===== config.mk =====
export PLATFORM = sky130hd
export DESIGN_NAME = mtm_alu_deserializer
export DESIGN_NICKNAME = d
export VERILOG_FILES = /design/src/rtl/mtm_alu_pkg.sv /design/src/rtl/mtm_alu_rx_frame.sv /design/src/rtl/mtm_alu_deserializer.sv
export SDC_FILE = /design/constraint.sdc
export NUM_CORES = 1
export LEC_CHECK = 0
export ABC_AREA = 1
export BUFFER_PORTS_ARGS = -buffer_cell sky130_fd_sc_hd__buf_2
export CAP_MARGIN = 15
export CORE_MARGIN = 10
export CORE_UTILIZATION = 45
export DETAILED_ROUTE_END_ITERATION = 7
export PLACE_DENSITY_LB_ADDON = 0.2
export SLEW_MARGIN = 20
export SYNTH_ARGS = -nofsm -noshare
export SYNTH_HDL_FRONTEND = slang
export SYNTH_SLANG_ARGS = --single-unit

===== constraint.sdc =====
create_clock -name clk -period 1.5 [get_ports clk]
set_clock_uncertainty 0.05 [all_clocks]
set_input_delay 0.3 -clock clk [delete_from_list [all_inputs] [get_ports clk]]
set_output_delay 0.3 -clock clk [all_outputs]
set_load 0.02 [all_outputs]

===== src/rtl/mtm_alu_pkg.sv =====
// mtm_alu_pkg: shared types, frame constants and CRC4 helper for the MTM ALU serial receiver
package mtm_alu_pkg;
  typedef enum logic [2:0] {
    OP_AND = 3'b000,
    OP_OR  = 3'b001,
    OP_ADD = 3'b100,
    OP_SUB = 3'b101
  } operation_t;
  localparam int FRAME_LEN   = 11;
  localparam int DATA_FRAMES = 8;
  // x^4+x+1, MSB of d shifted in first
  function automatic logic [3:0] crc4_next(input logic [67:0] d, input logic [3:0] c);
    logic [3:0] r;
    r = c;
    for (int i = 67; i >= 0; i--) r = {r[2:0], 1'b0} ^ ({4{r[3] ^ d[i]}} & 4'b0011);
    return r;
  endfunction
endpackage


===== src/rtl/mtm_alu_rx_frame.sv =====
// mtm_alu_rx_frame: receives one 11-bit frame (start, ctl, d[7:0] MSB first, stop)
module mtm_alu_rx_frame
  import mtm_alu_pkg::*;
(
  input  logic       clk,
  input  logic       rst_n,
  input  logic       sin,
  output logic       busy,
  output logic       ctl,
  output logic [7:0] data,
  output logic       stop_ok,
  output logic       frame_done
);
  logic [3:0] cnt;
  logic [8:0] sh;
  // frame_done and stop_ok are combinational so the packet layer reacts on the stop-bit edge itself
  assign frame_done = busy && cnt == 4'(FRAME_LEN - 1);
  assign stop_ok    = sin;
  assign ctl        = sh[8];
  assign data       = sh[7:0];
  always_ff @(posedge clk or negedge rst_n)
    if (!rst_n) begin
      busy <= 1'b0;
      cnt  <= '0;
      sh   <= '0;
    end else if (!busy) begin
      busy <= !sin;
      cnt  <= sin ? 4'd0 : 4'd1;
    end else if (frame_done) begin
      busy <= 1'b0;
      cnt  <= '0;
    end else begin
      sh  <= {sh[7:0], sin};
      cnt <= cnt + 4'd1;
    end
endmodule


===== src/rtl/mtm_alu_deserializer.sv =====
// mtm_alu_deserializer: assembles serial frames into ALU operand/op words with error checks
// and a valid/ready output; define MTM_RX_CRC_CHECK_EN to enable the CRC4 check.
module mtm_alu_deserializer
  import mtm_alu_pkg::*;
#(
  parameter int IDLE_TIMEOUT = 1024
) (
  input  logic        clk,
  input  logic        rst_n,
  input  logic        sin,
  output logic [31:0] out_a,
  output logic [31:0] out_b,
  output logic [2:0]  out_op,
  output logic [2:0]  out_err,
  output logic        out_valid,
  input  logic        out_ready,
  output logic        overflow
);
  localparam int GW = $clog2(IDLE_TIMEOUT + 1);
  logic          busy, ctl, stop_ok, frame_done;
  logic [7:0]    data;
  logic [63:0]   pkt;
  logic [3:0]    dcnt;
  logic          bad_stop, in_pkt;
  logic [GW-1:0] gap;
  logic          cmd, load, timeout, e_data, e_crc, e_op;
  logic [2:0]    err;
  mtm_alu_rx_frame u_rx (
    .clk       (clk),
    .rst_n     (rst_n),
    .sin       (sin),
    .busy      (busy),
    .ctl       (ctl),
    .data      (data),
    .stop_ok   (stop_ok),
    .frame_done(frame_done)
  );
  assign cmd     = frame_done && ctl;
  assign load    = cmd && (!out_valid || out_ready);
  assign timeout = in_pkt && !busy && sin && gap == GW'(IDLE_TIMEOUT - 1);
  assign e_data  = bad_stop || !stop_ok || dcnt != 4'(DATA_FRAMES);
`ifdef MTM_RX_CRC_CHECK_EN
  assign e_crc   = crc4_next({pkt, 1'b1, data[6:4]}, 4'h0) != data[3:0];
`else
  assign e_crc   = 1'b0;
`endif
  assign e_op    = !(data[6:4] inside {OP_AND, OP_OR, OP_ADD, OP_SUB});
  assign err     = e_data ? 3'b100 : e_crc ? 3'b010 : e_op ? 3'b001 : 3'b000;
  always_ff @(posedge clk or negedge rst_n)
    if (!rst_n) begin
      pkt       <= '0;
      dcnt      <= '0;
      bad_stop  <= 1'b0;
      in_pkt    <= 1'b0;
      gap       <= '0;
      out_a     <= '0;
      out_b     <= '0;
      out_op    <= '0;
      out_err   <= '0;
      out_valid <= 1'b0;
      overflow  <= 1'b0;
    end else begin
      if (frame_done && !ctl) begin
        pkt      <= {pkt[55:0], data};
        dcnt     <= dcnt == 4'hf ? dcnt : dcnt + 4'd1;
        bad_stop <= bad_stop | ~stop_ok;
        in_pkt   <= 1'b1;
        gap      <= '0;
      end else if (cmd || timeout) begin
        dcnt     <= '0;
        bad_stop <= 1'b0;
        in_pkt   <= 1'b0;
        gap      <= '0;
      end else if (in_pkt && !busy && sin) begin
        gap <= gap + 1'b1;
      end
      if (load) begin
        out_b     <= pkt[63:32];
        out_a     <= pkt[31:0];
        out_op    <= data[6:4];
        out_err   <= err;
        out_valid <= 1'b1;
      end else if (out_valid && out_ready) begin
        out_valid <= 1'b0;
      end
      if (cmd && !load) overflow <= 1'b1;
    end
endmodule

# Yosys cells after proc, flatten, opt, wreduce, memory -nomap -nowiden
# Cells that the tools add are included.
# Widths: inputs -> output; s select.
dict set report op_classes {
  n_addsub 3
  eq_ne 8
  mux 18
  n_bitwise 3
  reduce_logical 25
}
# op count
set op_table {}
lappend op_table {{$mux 11} 3}
lappend op_table {{$mux 4} 5}
lappend op_table {{$add 11x1->11 const B} 1}
lappend op_table {{$eq 11x10->1 const B} 1}
lappend op_table {{$logic_and 1x1->1} 9}
lappend op_table {{$mux 1} 9}
lappend op_table {{$add 4x1->4 const B} 2}
lappend op_table {{$eq 4x4->1 const B} 2}
lappend op_table {{$eq 3x3->1 const B} 2}
lappend op_table {{$logic_not 1->1} 5}
lappend op_table {{$logic_or 1x1->1} 4}
lappend op_table {{$ne 4x4->1 const B} 1}
lappend op_table {{$reduce_and 2->1} 2}
lappend op_table {{$reduce_bool 2->1} 2}
lappend op_table {{$reduce_bool 4->1} 1}
lappend op_table {{$eq 3x1->1 const B} 1}
lappend op_table {{$logic_not 3->1} 1}
lappend op_table {{$mux 3} 1}
lappend op_table {{$reduce_bool 3->1} 1}
lappend op_table {{$ne 2x2->1 const B} 1}
lappend op_table {{$not 1->1} 2}
lappend op_table {{$or 1x1->1} 1}
dict set report word_totals {
  register_bits 167
  in_bits 4
  output_inout_bits 72
  wordCells 71
}

# Longest topological paths before layout
# Gate-level depths: netlist of the first run.
dict set report depth {
  word_depth 7
  depth_mapped 9
  mapped_depth_nobuf 9
}

# Cells and area by module
# A second synthesis of the first run with hierarchy kept.
dict set report unflattened {
  hier_cells 706
  hier_area_um2 6662.6
}
# mod n_inst cells_each area_each_um2 seq_area_each_um2
set modules_own_cells {}
lappend modules_own_cells {mtm_alu_deserializer 1 641 6022.0 3803.6}
lappend modules_own_cells {mtm_alu_rx_frame 1 65 640.6 350.3}

# Least setup slack after synthesis of the first run
# No wires, ideal clock.
dict set report synth_timing {
  kind {reg-to-reg}
  start {register u_rx.cnt[0]}
  end {register pkt[52]}
  setup_ps 135
  t_arrival_ps 1329
  required_ps 1315
  setup_slack_ps -14
  path_stages_with_launch 10
  path_cell_list {dfrtp_1 -> inv_1 -> ha_1 -> nand2_1 -> nor2_2 -> nand3_2 -> buf_6 -> buf_6 -> nand2_1 -> o21ai_0}
}
dict set report synth_via {
  elab_chain_len 3
}
# item line
set synth_rtl {}
lappend synth_rtl {{from (decl)} mtm_alu_rx_frame.sv:14} ;# logic [3:0] cnt;
lappend synth_rtl {{from (signal assigned)} mtm_alu_rx_frame.sv:28} ;# cnt <= sin ? 4'd0 : 4'd1;
lappend synth_rtl {{from (signal assigned)} mtm_alu_rx_frame.sv:34} ;# cnt <= cnt + 4'd1;
lappend synth_rtl {{$eq 4x4->1} mtm_alu_rx_frame.sv:17} ;# assign frame_done = busy && cnt == 4'(FRAME_LEN - 1);
lappend synth_rtl {{$logic_and 1x1->1} mtm_alu_rx_frame.sv:17}
lappend synth_rtl {{$logic_and 1x1->1} mtm_alu_deserializer.sv:63} ;# if (frame_done && !ctl) begin
lappend synth_rtl {{to (signal assigned)} mtm_alu_deserializer.sv:64} ;# pkt <= {pkt[55:0], data};
lappend synth_rtl {{to (decl)} mtm_alu_deserializer.sv:22} ;# logic [63:0] pkt;
# Every way passes these cells.
# A chain may end at the register's enable or synchronous reset.

# Worst setup path in the final report of the first run
dict set report layout_timing {
  start {register u_rx.cnt[0]}
  end {register pkt[15]}
}
# The elaborated chain is that of the path after synthesis.

==> impl_metrics.toml, run 1 <==
[placed_design]
io_buffer_count = 74
dp_slack_ns = -0.1275
globalplace.congestion = 0.8342
dp_hpwl_mm = 10.20
place_area_um2 = 7556

[grt]
grt_max_degree = 81
antenna_found_initial = 0
grt.total_usage_pct = 16.14
gr-total-overflow = 0
grt_first_pass_wirelength_mm = 26.48
grt_pass1_vias = 5174

[timing]
min_period_over_period_pct = 109.4
rsz0062_at_grt = "yes"
hold_viol_final = 0
setup_viol = 140
period_minus_slack_ns = 1.641
fmax_mhz = 609.2
maxSlewViolCount = 0
setup_slack_ns = -0.1414

[setup_path]
cpMostUsedCell = "buf_6"
reg2reg_depth = 8
path_cells = "inv_2, ha_4, nand2_4, nor2_4, buf_6, nand3_4, buf_6, o21ai_0"
worst_path_largest_cell_delay_ns = 0.38
critical_path_class = "reg -> reg"
rr_endpoint = "pkt[15]"
cp-startpoint = "u_rx.cnt[0]"
slowest_stage = "dfrtp_1"
path_max_fanout = 20
critPathCapture = "pkt[15]"
arrival_ns = 1.92
r2r_slack_ns = -0.14
required_ns = 1.78
r2r_start = "u_rx.cnt[0]"
cp-end-kind = "flip-flop"
startpoint_type = "flip-flop"

[finish]
multi_input_area_um2 = 2746
fin_nets = 856
fillers = 1231
fin_util_pct = 62.64
fin_area_um2 = 9452
drive_above_1_share_pct = 39.58
diodes = 0
ff_latch_area_um2 = 4155
syn_to_final_growth_pct = 37.75

[detailed_routing]
route.antenna.remaining_nets = 0
vias = 5375
routedWlPerCell_um = 17.67
wirelength_mm = 18.50
drcViolationCount = 0
dr.pass1.iters = 5
drt-initial-drc-count = 423
vias_per_cell = 5.134

[power]
total_power_uw = 12810
power.share.switching_pct = 32.27
combPwrFrac_pct = 23.9
sequentialPowerShare_pct = 45.0
p_sw_uw = 4134
powerDensity_nw_per_um2 = 1355
p_clk_share_pct = 31.1
intPower_uw = 8674
p_leak_uw = 0.004534
irDropWorstVdd_v = 0.0009356

[floorplanning]
pin_count = 76
chipWidth_um = 143.5
dieArea_um2 = 20590
start_util_pct = 45.47
die_y_um = 143.5
row_count = 45
core_area_um2 = 15090

[outcome]
violations = "setup timing"
status = "complete, but fails checks"

[logic_synthesis]
async_reset_ff_share_pct = 100.0
synth_edf_count = 0
synth_area_leader_cell = "dfrtp_1"
synth_commonest_cells = "nand2_1, dfrtp_1, inv_1"
synthFlopType = "dfrtp_1"
syn_avg_cell_area_um2 = 9.610
synth_top_area_share_pct = 60.54
ys_seq_elements = 166
ys.warnings.count = 0
synth.area.top_cells = "dfrtp_1, nand2_1, o21ai_2"
synth_nets = 723
synth-seq-area-share_pct = 60.54
yosysUniqueCellTypes = 25
syn_inst = 714
synthMostInstantiatedCell = "nand2_1"
syn_area_um2 = 6862

[clocking]
numCtsBuffers = 17
htree_levels = 4
cts_tree = "built"
clock-sinks = 166
insertion_delay_ns = 0.42
path_clk_slew_ns = 0.06
cts_root_buffer = "clkbuf_16"
cts_buffer_depth = 2

[flow_run]
drv_cap = 0

[min_path]
hp-class = "in -> reg"
## routing by layer
| metal | global-route usage [%] | part of all wire, % |
|---|---|---|
| met2 | 25.77 | 51 |
| met1 | 20.53 | 42 |
| met5 | 0 | 0 |
| met4 | 6.824 | 2.3 |
| met3 | 3.927 | 4.6 |
## state kept, by name, indices dropped and copies added (netlist names)
signal / flops
pkt: 64
out_valid: 1
dcnt: 4
in_pkt: 1
out_b: 32
overflow: 1
bad_stop: 1
out_a: 32
gap: 11
u_rx.sh: 9
u_rx.busy: 1
out_err: 2
u_rx.cnt: 4
out_op: 3
## metrics by stage
| stage | hold WS (ns) | cells | TNS [ns] |
|---|---|---|---|
| after floorplan | -0.04559 | 714 | -0.5910 |
| after global placement | 0.1295 | 976 | -1.779 |
| after detailed placement | 0.1352 | 976 | -6.762 |
| after CTS | 0.2137 | 1023 | -9.506 |
| after global routing | 0.2361 | 1047 | -19.01 |
| final | 0.2358 | 1047 | -9.945 |
## kinds of logic after synthesis
family | Yosys count | share of synthesized area, %
XOR/XNOR | 5 | 0.6382
buffers and inverters | 121 | 8.661
AO/OA/AOI/OAI | 140 | 12.98
flip-flops | 166 | 60.54
adder cells (fa/ha/maj) | 5 | 0.9117
AND/OR/NAND/NOR | 276 | 16.21
other | 1 | 0.05465
## power groups by stage
stage,combinational [uW],clock [uW],sequential [uW]
finish,3060,3980,5760
global route,3420,4250,5850
CTS,2590,4040,5660
detailed placement,2420,0,5710
global placement,2340,0,5680
floorplan,1330,0,5820
## what timing repair did
| item | in CTS | in global routing |
|---|---|---|
| endpoints found under the setup margin | 142 | 152 |
| gates cloned | 7 | 21 |
| pin swaps | 4 | 9 |
| hold endpoints to repair | 30 | 0 |
| buffers inserted | 8 | 3 |
| gates resized for setup | 72 | 159 |
| hold buffers | 1 | 0 |
## critical path, delay by kind of cell, from the launching register on
| kind | cells | cell delay [ns] |
|---|---|---|
| AOI/OAI and AO/OA | 1 | 0.19 |
| adders and majority gates | 1 | 0.15 |
| buffers and inverters | 3 | 0.41 |
| DFF | 1 | 0.38 |
| and+or+nand+nor | 3 | 0.36 |
## cell type report
type	instances	share of cell area, %
Sequential cell	166	43.96
Multi-Input combinational cell	430	29.06
Timing Repair Buffer	143	15.34
Clock buffer	22	4.699
Inverter	89	3.614
Tap cell	188	2.489
Clock inverter	9	0.8340
## worst min-delay path by stage
stage	startpoint	depth (start not counted)	endpoint	slack, ns
after floorplan	rst_n	0	bad_stop	-0.05
after global placement	rst_n	1	dcnt[2]	0.13
after detailed placement	rst_n	1	dcnt[2]	0.14
after CTS	out_ready	4	out_valid	0.21
after global routing	out_ready	4	out_valid	0.24
final	out_ready	4	out_valid	0.24
## layout by cell type (no fill, tap or decap), drive strengths merged, types with 2 or more instances in the layout
cell / Yosys / layout
dfrtp: 166 / 166
a21oi: 5 / 5
nand3: 23 / 25
clkbuf: 9 / 34
nor2: 32 / 32
o21ai: 134 / 134
ha: 5 / 5
buf: 23 / 130
nor3: 4 / 4
nand4: 9 / 9
inv: 89 / 90
nand2: 207 / 208
xor2: 4 / 4
clkinv: 0 / 5
clkinvlp: 0 / 2
Power figures use the tool's default switching activity.
==> run 2, diff against run 1 <==
--- a/config.mk
+++ b/config.mk
@@ -8,7 +8,7 @@
 export ABC_AREA = 1
 export BUFFER_PORTS_ARGS = -buffer_cell sky130_fd_sc_hd__buf_2
 export CAP_MARGIN = 15
-export CORE_MARGIN = 10
+export CORE_MARGIN = 2
 export CORE_UTILIZATION = 45
 export DETAILED_ROUTE_END_ITERATION = 7
 export PLACE_DENSITY_LB_ADDON = 0.2
==> constraint.sdc (replaced) <==
create_clock -name clk -period 1.8 [get_ports clk]
set_clock_uncertainty 0.05 [all_clocks]
set_input_delay 0.36 -clock clk [delete_from_list [all_inputs] [get_ports clk]]
set_output_delay 0.36 -clock clk [all_outputs]
set_load 0.02 [all_outputs]
==> run 2 against run 1 <==
  * The run ends with DRC left
  * Sequential share of layout area up 6.6 points
  * Worst setup slack better by 0.22 ns
  * Worst hold slack better by 0.0056 ns
  * Fmax down 4.9%
  * Cell count down 4.2%
  * First-iteration DRC count down 19%
  * Largest power group unchanged
==> impl_metrics.toml, run 2 (synthesized netlist as in run 1, its figures left out) <==
[min_path]
hold_end = "u_rx.sh[0]"
hold_start = "sin"
min_path_cells = 3
hp-class = "in -> reg"

[floorplanning]
core_area_um2 = 15030
chipWidth_um = 127.5
die_y_um = 127.5
start_util_pct = 45.64
dieArea_um2 = 16250
row_count = 45
pin_count = 76

[timing]
setup_viol = 0
period_minus_slack_ns = 1.726
maxSlewViolCount = 0
fmax_mhz = 579.4
setup_slack_ns = 0.07398
fin_setup_tns_ns = 0
hold_viol_final = 0
min_period_over_period_pct = 95.89

[placed_design]
io_buffer_count = 74
dp_hpwl_mm = 9.170
dpl.cell_count = 959
globalplace.congestion = 0.8298
dp_slack_ns = 0.03407
place_area_um2 = 7416

[detailed_routing]
routedWlPerCell_um = 14.23
route.antenna.remaining_nets = 0
dr.pass1.iters = 8
wirelength_mm = 14.27
drt-initial-drc-count = 344
drcViolationCount = 3
vias = 4868
vias_per_cell = 4.853

[setup_path]
critical_path_class = "reg -> reg"
reg2reg_depth = 8
rr_endpoint = "out_b[0]"
required_ns = 2.09
startpoint_type = "flip-flop"
path_max_fanout = 12
r2r_slack_ns = 0.07
arrival_ns = 2.01
r2r_start = "u_rx.cnt[0]"
cp-end-kind = "flip-flop"

[outcome]
violations = "DRC"
status = "complete, but fails checks"

[grt]
grt_pass1_vias = 4749
gr-total-overflow = 0
grt_max_degree = 88
antenna_found_initial = 0
grt_first_pass_wirelength_mm = 22.86
grt.total_usage_pct = 17.79

[power]
irDropWorstVdd_v = 0.0007338
p_leak_uw = 0.004061
powerDensity_nw_per_um2 = 1231

[finish]
final_common_cell = "nand2_1"
drive_above_1_share_pct = 23.19
diodes = 0
final_cell_mix = "nand2_1, dfrtp_1, inv_1"
syn_to_final_growth_pct = 19.73
fin_util_pct = 54.65
fillers = 1307
fin_area_um2 = 8215
regMostFlops = "pkt"
fin_cells = 1003
largest_reg_flops = 64
fin_nets = 811
reg_top3 = "pkt (64), out_a (32), out_b (32)"

[clocking]
path_clk_slew_ns = 0.06
cts_tree = "built"
htree_levels = 4
numCtsBuffers = 17
insertion_delay_ns = 0.42
clock-sinks = 166
cts_buffer_depth = 2
cts_root_buffer = "clkbuf_16"

[flow_run]
drv_cap = 0
==> run 2: cell types whose count changed in the layout (fill, tap and decap cells not counted), moves of 10 or more <==
cell	delta
nand2_4	-46
o21ai_2	-16
o21ai_0	+37
nand2_2	-39
buf_6	-10
buf_4	-15
nand2_1	+84
o21ai_1	-21
==> run 2: layout make-up <==
type | count | area [um^2] | area share [%]
sequential | 166 | 4154 | 50.56
timing repair buffer | 100 | 764.5 | 9.306
inverter | 89 | 334.1 | 4.066
clock buffer | 20 | 446.7 | 5.437
clock inverter | 12 | 127.6 | 1.553
tap | 188 | 235.2 | 2.863
multi-input combinational | 428 | 2153 | 26.21
==> run 2: metrics by stage <==
step,hold slack [ns],power [uW]
final,0.2414,10120
after detailed placement,0.2213,6577
after global placement,0.2185,6498
after global routing,0.2460,10710
after floorplan,0.01441,5958
after CTS,0.2145,10150
==> run 2: power breakdown <==
group,internal [uW],switching (uW)
Sequential,4310,449
Combinational,624,1170
Clock,2070,1490
Total,7010,3100
==> run 2: worst max-delay path, stage by stage, from the launching register on <==
cell and delay [ns]:
dfrtp_1 0.41, inv_1 0.07, ha_1 0.19, nand3_2 0.12, nor2_4 0.18, nand3_4 0.09
buf_12 0.17, clkbuf_16 0.18, o21ai_0 0.18
==> run 2: timing repair <==
action / in CTS / in global routing
setup buffers: 0 / 4
hold endpoints to repair: 29 / 0
endpoints found under the setup margin: 0 / 96
resized for setup: 0 / 6
hold buffers: 1 / 0
==> run 2: how the worst max path moves through the flow <==
stage / startpoint / end / slack, ns / cells past startpoint
floorplan: u_rx.cnt[0] / pkt[52] / 0.29 / 9
global placement: u_rx.cnt[0] / out_b[4] / 0.11 / 8
detailed placement: u_rx.cnt[0] / out_a[17] / 0.03 / 8
CTS: u_rx.cnt[0] / out_b[10] / 0.001 / 8
global route: u_rx.cnt[0] / out_b[0] / -0.04 / 8
finish: u_rx.cnt[0] / out_b[0] / 0.07 / 8
==> run 2: per-layer routing <==
metal  track usage (%)  share of wire (%)  vias up
li1                  -                  -     2422
met1             24.49                 48     2339
met2             27.52                 46       90
met3             4.439                3.7       17
met4             6.529                1.5        0
met5                 0                  0        -
==> run 3, diff against run 2 <==
--- a/config.mk
+++ b/config.mk
@@ -8,11 +8,11 @@
 export ABC_AREA = 1
 export BUFFER_PORTS_ARGS = -buffer_cell sky130_fd_sc_hd__buf_2
 export CAP_MARGIN = 15
-export CORE_MARGIN = 2
 export CORE_UTILIZATION = 45
 export DETAILED_ROUTE_END_ITERATION = 7
-export PLACE_DENSITY_LB_ADDON = 0.2
+export PLACE_DENSITY = 0.74
 export SLEW_MARGIN = 20
 export SYNTH_ARGS = -nofsm -noshare
 export SYNTH_HDL_FRONTEND = slang
+export SYNTH_HIERARCHICAL = 1
 export SYNTH_SLANG_ARGS = --single-unit
==> run 3 against run 2 <==
  * Combinational power is 63% higher
  * The run now ends clean
  * Critical path type unchanged
  * First-iteration DRC count is 9.3% higher
  * Critical endpoint is now pkt[30]
  * Flip-flop and latch count stayed put
  * Largest cell class unchanged
  * Non-clock buffer count is 4 higher
  * Global-route usage is 0.48 points higher
  * Worst hold slack worse by 0.044 ns
  * Area after synthesis is 2.9% lower
  * Final area is 1.4% lower
  * Fmax is 2.1% lower
==> impl_metrics.toml, run 3 <==
[outcome]
status = "completed"

[detailed_routing]
wirelength_mm = 14.56
routedWlPerCell_um = 14.69
dr.pass1.iters = 5
drt-initial-drc-count = 376
vias_per_cell = 4.946
drcViolationCount = 0
route.antenna.remaining_nets = 0
vias = 4901

[logic_synthesis]
synth_area_leader_cell = "dfrtp_1"
yosys-mux-area-fraction_pct = 0
synth.area.top_cells = "dfrtp_1, nand2_1, o21ai_0"
ys_seq_elements = 166
synthFlopType = "dfrtp_1"
synthMostInstantiatedCell = "nand2_1"
synth_top_area_share_pct = 62.35
syn_area_um2 = 6663
syn_avg_cell_area_um2 = 9.437
synth_xor_area_share_pct = 0.7887
yosysUniqueCellTypes = 26
async_reset_ff_share_pct = 100.0
synth_nets = 715
synthSimpleGateAreaFrac_pct = 16.49
synth_compound_area_share_pct = 10.65
yosys.area_share.adder_pct = 0.9390
synth-seq-area-share_pct = 62.35
syn_inst = 706
ys.warnings.count = 6
synth_commonest_cells = "nand2_1, dfrtp_1, inv_1"
synth_edf_count = 0
synth_top_family_by_area = "simple AND/OR/NAND/NOR gates"

[clocking]
numCtsBuffers = 17
clock-sinks = 166
htree_levels = 4
cts_tree = "built"
cts_root_buffer = "clkbuf_16"
cts_buffer_depth = 2
path_clk_slew_ns = 0.06
insertion_delay_ns = 0.43

[setup_path]
r2r_start = "u_rx/cnt[0]"
rr_endpoint = "pkt[30]"
startpoint_type = "flip-flop"
required_ns = 2.09
critical_path_class = "reg -> reg"
r2r_slack_ns = 0.04
cp-end-kind = "flip-flop"
path_max_fanout = 10
arrival_ns = 2.05
reg2reg_depth = 10

[finish]
drive_above_1_share_pct = 18.96
syn_to_final_growth_pct = 21.60
fin_area_um2 = 8102
regMostFlops = "pkt"
multi_input_area_um2 = 1947
fin_cells = 991
fin_nets = 803
largest_reg_flops = 64
ff_latch_area_um2 = 4154
final_common_cell = "nand2_1"
fillers = 1224
reg_top3 = "pkt (64), out_a (32), out_b (32)"
diodes = 0
final_cell_mix = "nand2_1, dfrtp_1, inv_1"

[timing]
whs_ns = 0.1979
rsz0062_at_grt = "yes"
fin_setup_tns_ns = 0
period_minus_slack_ns = 1.762
min_period_over_period_pct = 97.90
setup_viol = 0
fmax_mhz = 567.5
hold_viol_final = 0
maxSlewViolCount = 0
setup_slack_ns = 0.03783

[min_path]
min_path_cells = 4
hold_end = "out_valid"
hold_start = "out_ready"
hp-class = "in -> reg"

[floorplanning]
chipWidth_um = 123.7
pin_count = 76
dieArea_um2 = 15300
die_y_um = 123.7
core_area_um2 = 14480
start_util_pct = 46.02
row_count = 44

[placed_design]
dp_slack_ns = -0.008916
dpl.cell_count = 945
dp_hpwl_mm = 8.855
place_area_um2 = 7248
globalplace.congestion = 0.8544
io_buffer_count = 74

[grt]
antenna_found_initial = 0
grt.total_usage_pct = 18.27
gr-total-overflow = 0
grt_pass1_vias = 4348
grt_first_pass_wirelength_mm = 21.02
grt_max_degree = 83

[power]
irDropWorstVdd_v = 0.0008232
p_leak_uw = 0.003954
powerDensity_nw_per_um2 = 1482

[flow_run]
drv_cap = 0
run 3: cell count changes after synthesis, moves of 3 or more:
cell | previous run | this run
buf_6 | 17 | 11
a21oi_1 | 5 | 2
o21ai_1 | 11 | 57
nand4_1 | 9 | 5
nor2_1 | 30 | 25
nand2_1 | 206 | 203
o21ai_2 | 50 | 5
buf_2 | 4 | 15
clkbuf_1 | 9 | 6
run 3: worst max-delay path by stage:
stage	start	to	slack [ns]	cells past startpoint
floorplan	u_rx/cnt[0]	out_a[0]	0.005	12
global placement	u_rx/cnt[0]	pkt[30]	0.07	9
detailed placement	u_rx/cnt[0]	pkt[14]	-0.009	8
CTS	u_rx/cnt[0]	pkt[23]	0.03	9
global route	u_rx/cnt[0]	pkt[30]	-0.06	10
finish	u_rx/cnt[0]	pkt[30]	0.04	10
run 3: what timing repair did:
action	4_1_cts	5_1_grt
resized for setup	3	4
pin swaps	1	3
endpoints found under the hold margin	25	0
buffers inserted	0	4
gates cloned	0	9
hold buffers	1	0
setup endpoints to repair	18	69
run 3: cells by family (layout without fill, tap and decap cells):
| kind of cell | after synthesis | count (layout) |
|---|---|---|
| AOI/OAI and AO/OA | 137 | 137 |
| xor gates and xnor gates | 6 | 6 |
| adders and majority gates | 5 | 5 |
| buffers and inverters | 125 | 226 |
| DFF | 166 | 166 |
| other | 1 | 1 |
| and+or+nand+nor | 266 | 266 |
run 3: where the power goes:
part           total [uW]  switching (uW)  internal (uW)  leakage (uW)
combinational        2910            1860           1050       0.00145
clock                3770            1460           2310      0.000295
sequential           5330             665           4660       0.00221
total               12000            3980           8020       0.00395
run 3: per-layer routing:
layer | track usage, % | share of wire [%]
met5 | 0 | 0
met4 | 6.928 | 2.2
met3 | 5.495 | 4.9
met2 | 28.68 | 48
met1 | 23.81 | 45
run 3: per-stage QoR:
stage | util (%) | total power [uW]
after floorplan | - | 7125
after global placement | 50.06 | 8063
after detailed placement | 50.06 | 8160
final | 55.95 | 12010
after CTS | 54.45 | 11970
after global routing | 55.95 | 12680
run 3: cell type report:
type,instances,area share (%)
Inverter,90,4.232
Tap cell,184,2.842
Clock buffer,23,5.900
Timing Repair Buffer,104,9.992
Multi-Input combinational cell,415,24.03
Clock inverter,9,1.730
Sequential cell,166,51.27
run 3: worst max-delay path: stages (launching register included):
cell and delay (ns):
dfrtp_1 0.39, inv_1 0.07, ha_2 0.19, nand3_4 0.09
nor2_4 0.12, inv_4 0.05, nor2_4 0.20, buf_6 0.20
clkbuf_16 0.17, nand2_1 0.06, o21ai_0 0.08
